**config.mk**
```make
export PLATFORM = sky130hd
export DESIGN_NAME = register_file_param
export DESIGN_NICKNAME = d
export VERILOG_FILES = /design/src/rtl/regfile_pkg.sv /design/src/rtl/register_word_param.sv /design/src/rtl/register_file_param.sv
export SDC_FILE = /design/constraint.sdc
export NUM_CORES = 1
export LEC_CHECK = 0
export BUFFER_PORTS_ARGS = -buffer_cell sky130_fd_sc_hd__buf_2
export CORE_ASPECT_RATIO = 1.75
export CORE_MARGIN = 3
export CORE_UTILIZATION = 41
export CTS_BUF_LIST = sky130_fd_sc_hd__clkbuf_16
export DETAILED_ROUTE_END_ITERATION = 16
export GPL_ROUTABILITY_DRIVEN = 0
export GPL_TIMING_DRIVEN = 1
export SYNTH_ARGS = -nofsm -noshare
export SYNTH_HDL_FRONTEND = slang
export SYNTH_SLANG_ARGS = --single-unit
```
**constraint.sdc**
```tcl
create_clock -name clk -period 1.5 [get_ports clk]
set_input_delay 0.15 -clock clk [delete_from_list [all_inputs] [get_ports clk]]
set_output_delay 0.15 -clock clk [all_outputs]
set_load 0.03 [all_outputs]
```
**src/rtl/regfile_pkg.sv**
```systemverilog
// regfile_pkg: shared clear-engine state encodings for register_file_param.
package regfile_pkg;
   localparam logic [1:0] IDLE  = 2'd0;
   localparam logic [1:0] CLEAR = 2'd1;
   localparam logic [1:0] DONE  = 2'd2;
endpackage

```
**src/rtl/register_word_param.sv**
```systemverilog
// register_word_param: one storage word, async active-low reset, sync clear over load.
//   clk   in  clock
//   reset in  async active-low reset
//   ld_i  in  load d_i
//   clr_i in  synchronous clear (wins over ld_i)
//   d_i   in  WIDTH load data
//   q_o   out WIDTH stored word
module register_word_param #(
   parameter int WIDTH = 9
) (
   input  logic             clk,
   input  logic             reset,
   input  logic             ld_i,
   input  logic             clr_i,
   input  logic [WIDTH-1:0] d_i,
   output logic [WIDTH-1:0] q_o
);
   logic [WIDTH-1:0] word_q;
   always_ff @(posedge clk or negedge reset)
      if (!reset) word_q <= '0;
      else if (clr_i) word_q <= '0;
      else if (ld_i) word_q <= d_i;
   assign q_o = word_q;
endmodule

```
**src/rtl/register_file_param.sv**
```systemverilog
// register_file_param: DEPTH x WIDTH register file, 1 write / 2 read ports, per-word valid, bulk-clear engine.
//   clk, reset (async active-low)
//   regWrite/wrAddr/writeData   write port; dropped while clearing or when wrAddr>=DEPTH
//   rdAddrA/rdAddrB -> outA/outB, validA/validB   combinational reads, 0/invalid when unwritten or out of range
//   clrReq in, clrBusy/clrDone out   bulk clear, one word per cycle
//   wrDropped   one-cycle pulse after a discarded write
//   Optional macro REGFILE_BYPASS_EN: forward an accepted write to a same-address read in the same cycle.
module register_file_param #(
   parameter  int WIDTH  = 9,
   parameter  int DEPTH  = 8,
   localparam int ADDR_W = $clog2(DEPTH)
) (
   input  logic              clk,
   input  logic              reset,
   input  logic              regWrite,
   input  logic [ADDR_W-1:0] wrAddr,
   input  logic [WIDTH-1:0]  writeData,
   input  logic [ADDR_W-1:0] rdAddrA,
   input  logic [ADDR_W-1:0] rdAddrB,
   output logic [WIDTH-1:0]  outA,
   output logic [WIDTH-1:0]  outB,
   output logic              validA,
   output logic              validB,
   input  logic              clrReq,
   output logic              clrBusy,
   output logic              clrDone,
   output logic              wrDropped
);
   import regfile_pkg::*;
   localparam logic [ADDR_W:0]   DEPTH_C = (ADDR_W+1)'(DEPTH);
   localparam logic [ADDR_W-1:0] LAST    = ADDR_W'(DEPTH-1);
   logic [1:0]        state_q, state_d;
   logic [ADDR_W-1:0] idx_q, idx_d;
   logic [DEPTH-1:0]  valid_q, valid_d;
   logic              wr_drop_q, wr_drop_d;
   logic [WIDTH-1:0]  word_q [DEPTH];
   logic clearing, wr_acc, ok_a, ok_b, hit_a, hit_b, byp_a, byp_b;
   assign clearing = state_q == CLEAR;
   assign wr_acc   = regWrite && !clearing && ({1'b0, wrAddr} < DEPTH_C);
   for (genvar i = 0; i < DEPTH; i++) begin : g_word
      register_word_param #(.WIDTH(WIDTH)) u_word (
         .clk   (clk),
         .reset (reset),
         .ld_i  (wr_acc && wrAddr == ADDR_W'(i)),
         .clr_i (clearing && idx_q == ADDR_W'(i)),
         .d_i   (writeData),
         .q_o   (word_q[i])
      );
   end
   always_comb begin
      valid_d = valid_q;
      if (wr_acc) valid_d[wrAddr] = 1'b1;
      if (clearing) valid_d[idx_q] = 1'b0;
      state_d   = state_q == IDLE ? (clrReq ? CLEAR : IDLE) : clearing ? (idx_q == LAST ? DONE : CLEAR) : IDLE;
      idx_d     = (clearing && idx_q != LAST) ? idx_q + 1'b1 : '0;
      wr_drop_d = regWrite && !wr_acc;
   end
   always_ff @(posedge clk or negedge reset)
      if (!reset) begin
         state_q   <= IDLE;
         idx_q     <= '0;
         valid_q   <= '0;
         wr_drop_q <= 1'b0;
      end else begin
         state_q   <= state_d;
         idx_q     <= idx_d;
         valid_q   <= valid_d;
         wr_drop_q <= wr_drop_d;
      end
`ifdef REGFILE_BYPASS_EN
   assign byp_a = wr_acc && rdAddrA == wrAddr;
   assign byp_b = wr_acc && rdAddrB == wrAddr;
`else
   assign byp_a = 1'b0;
   assign byp_b = 1'b0;
`endif
   // Range check first so an out-of-range address never selects a stale valid bit.
   assign ok_a      = {1'b0, rdAddrA} < DEPTH_C;
   assign ok_b      = {1'b0, rdAddrB} < DEPTH_C;
   assign hit_a     = ok_a && valid_q[rdAddrA];
   assign hit_b     = ok_b && valid_q[rdAddrB];
   assign validA    = byp_a || hit_a;
   assign validB    = byp_b || hit_b;
   assign outA      = byp_a ? writeData : hit_a ? word_q[rdAddrA] : '0;
   assign outB      = byp_b ? writeData : hit_b ? word_q[rdAddrB] : '0;
   assign clrBusy   = clearing;
   assign clrDone   = state_q == DONE;
   assign wrDropped = wr_drop_q;
endmodule

```
==> flow_summary.toml <==
[outcome]
status = "complete, but fails checks"
violations = "negative setup slack"

[power]
p_seq_share_pct = 38.8
pwr-share-comb_pct = 38.0
power.internal_w = 0.00641
p_per_area_nw_per_um2 = 1610
leakagePower_nw = 2.86
switchingPower_w = 0.00368
p_clk_share_pct = 23.2
switching_share_pct = 36.4
peakVddDrop_uv = 734
p_total_w = 0.0101

[hold_path]
worstHoldPathType = "in2reg"

[critical_path]
end_kind = "output port"
cp_cell_sequence = "mux4_2 > mux2i_4 > buf_12 > nor2_1 > buf_4"
cp.arrival_ps = 1810
worstPathRequired_ps = 1350
rr_worst_depth = 3
slowest_delay_ps = 490
cp-startpoint = "valid_q[0]"
reg2reg_to = "g_word[5].u_word.q_o[4]"
critical_path.top_delay_family = "multiplexers"
slowest_stage = "mux4_2"
rrSetupSlack_ps = 60
cp-start-kind = "register"
endpoint = "outA[1]"
crit_cells = 5
cp.buffers_inverters = 2
crit_path_max_fanout = 10
worstSetupPathType = "reg2out"
reg2reg_from = "state_q[0]"

[route]
via_per_inst = 6.32
drt_wl_total_um = 16600
vias = 4503
drt_iter0_drc = 440
drcViolationCount = 0
firstDrtPassIters = 5
wl_per_cell_um = 23.2
detail-route-antenna-nets = 0

[synth]
synth-async-reset-ratio_pct = 100
synth_edf_count = 0
avgSynthCellArea_um2 = 10.6
synth-seq-cells = 86
yosysSeqAreaShare_pct = 41.1
netlist_area_um2 = 5230
synth.net_count = 521
ys_types = 26
synth_warnings = 0
syn_inst = 493
synth_flop_cell = "dfrtp_1"

[timing]
timing.final.crit_share_pct = 131
finClkSkew_ps = 4.05
setup_violations = 20
fmax_ghz = 0.511
relSlewSlack_pct = 63.0
layout_setup_ws_ps = -459
slew_viol_final = 0
tightest_slew_ps = 555
fin_crit_ps = 1960
rsz0062_at_grt = "true"
hold_viol_final = 0

[clock_network]
clk_latency_ps = 340
cts_buffer_depth = 2
clock-sinks = 86
cts_max_level = 3
cts_tree = "done"
root_buffer = "clkbuf_16"
cts.clk_slew.worst_paths_ps = 60
cts_made_buffers = 9

[floorplan]
core-area_um2 = 12500
die_area_um2 = 14200
fp-row-count = 54
die_height_um = 155
ios = 45
die_x_um = 91.4
initial_core_util_pct = 41.9

[grt]
overflow = 0
grt_max_degree = 36
grt_pass1_vias = 4639
track_usage_pct = 23.9
grt_antenna_before_repair = 0
grt_pass1_wl_um = 26100

[placement]
io_buffers = 44
post-place-ws_ps = -179
dp_hpwl_um = 11500

[cells_and_area]
nets = 570
syn2layout_area_growth_pct = 19.9
final_cell_mix = "85 x dfrtp_1, 75 x nand2_1, 72 x nand4_1"
final_layout_size_suffix_gt1_share_pct = 23.3
final_common_cell = "dfrtp_1"
n_antenna_cell = 0

[flow_run]
drv_cap = 0
-- layer usage --
layer,vias up,track usage (%),wire [um]
met4,0,12.4,797
li1,1971,-,-
met1,2293,28.4,6200
met5,-,0,0
met2,186,42.1,8680
met3,53,2.90,885
-- sequential cells by signal, indices dropped and copies added (netlist names) --
| register | cells |
|---|---|
| g_word.u_word.q_o | 72 |
| valid_q | 8 |
| idx_q | 3 |
| state_q | 2 |
| wrDropped | 1 |
-- synth_stat cells, types with 6 or more instances --
| cell type | number | area share, % |
|---|---|---|
| mux2i_1 | 19 | 3.6 |
| mux4_1 | 34 | 17 |
| and3_1 | 9 | 1.1 |
| buf_1 | 11 | 0.79 |
| o21ai_1 | 10 | 0.96 |
| nor2_1 | 20 | 1.4 |
| inv_1 | 8 | 0.57 |
| mux4_2 | 6 | 2.6 |
| o21ai_0 | 62 | 5.9 |
| ha_1 | 6 | 1.4 |
| nand4_1 | 72 | 8.6 |
| nand2_1 | 75 | 5.4 |
| o32a_1 | 6 | 1.1 |
| dfrtp_1 | 86 | 41 |
| buf_2 | 22 | 2.1 |
| clkbuf_1 | 21 | 1.5 |
-- power by group through the flow --
stage / Sequential [W] / Combinational [W] / Clock [W]
2_1_floorplan: 0.00363 / 0.00241 / 0
3_3_place_gp: 0.00385 / 0.00361 / 0
3_5_place_dp: 0.00393 / 0.00369 / 0
4_1_cts: 0.00390 / 0.00380 / 0.00237
5_1_grt: 0.00402 / 0.00419 / 0.00246
6_report: 0.00392 / 0.00383 / 0.00234
-- per-stage QoR --
| step | utilization [%] | setup TNS, ps | hold slack, ps | instances | instance area, um2 |
|---|---|---|---|---|---|
| 3_5_place_dp | 46.9 | -4820 | 70.6 | 696 | 5860 |
| 5_1_grt | 50.2 | -9930 | 69.0 | 713 | 6280 |
| 2_1_floorplan | - | -90.6 | -146 | 493 | 5230 |
| 6_report | 50.2 | -8810 | 48.4 | 713 | 6280 |
| 4_1_cts | 49.9 | -9260 | 41.6 | 712 | 6240 |
| 3_3_place_gp | 46.9 | -2950 | 68.4 | 696 | 5860 |
-- what timing repair did --
action,4_1_cts,5_1_grt
pin swaps,0,1
endpoints found under the hold margin,18,0
resized for setup,27,14
cloned,0,1
setup endpoints to repair,39,37
hold buffers,1,0
buffers inserted,1,0
-- logic make-up (layout without fill, tap and decap cells) --
| logic type | count (synthesis) | after routing | synth area share [%] |
|---|---|---|---|
| simple gates | 194 | 195 | 19.1 |
| mux | 61 | 61 | 24.2 |
| flops | 86 | 86 | 41.1 |
| fa+ha+maj | 6 | 6 | 1.43 |
| compound gates | 80 | 80 | 8.37 |
| buf+inv | 66 | 117 | 5.83 |
-- how the worst min path moves through the flow --
stage / start / endpoint / cells after the start / slack [ps]
2_1_floorplan: reset / g_word[0].u_word.q_o[0] / 0 / -150
3_3_place_gp: reset / g_word[7].u_word.q_o[0] / 1 / 70
3_5_place_dp: reset / g_word[7].u_word.q_o[2] / 1 / 70
4_1_cts: regWrite / wrDropped / 2 / 40
5_1_grt: regWrite / wrDropped / 2 / 70
6_report: regWrite / wrDropped / 2 / 50
-- area by class of cell --
class / instances / area (um2)
multi-input cells: 342 / 2810
well taps: 168 / 210
inverters: 8 / 30.0
fillers: 1123 / 6220
clock inverters: 5 / 76.3
flip-flops and latches: 86 / 2150
clock buffers: 9 / 225
repair buffers: 95 / 776
Note: power is estimated with default switching activity, not from simulation.
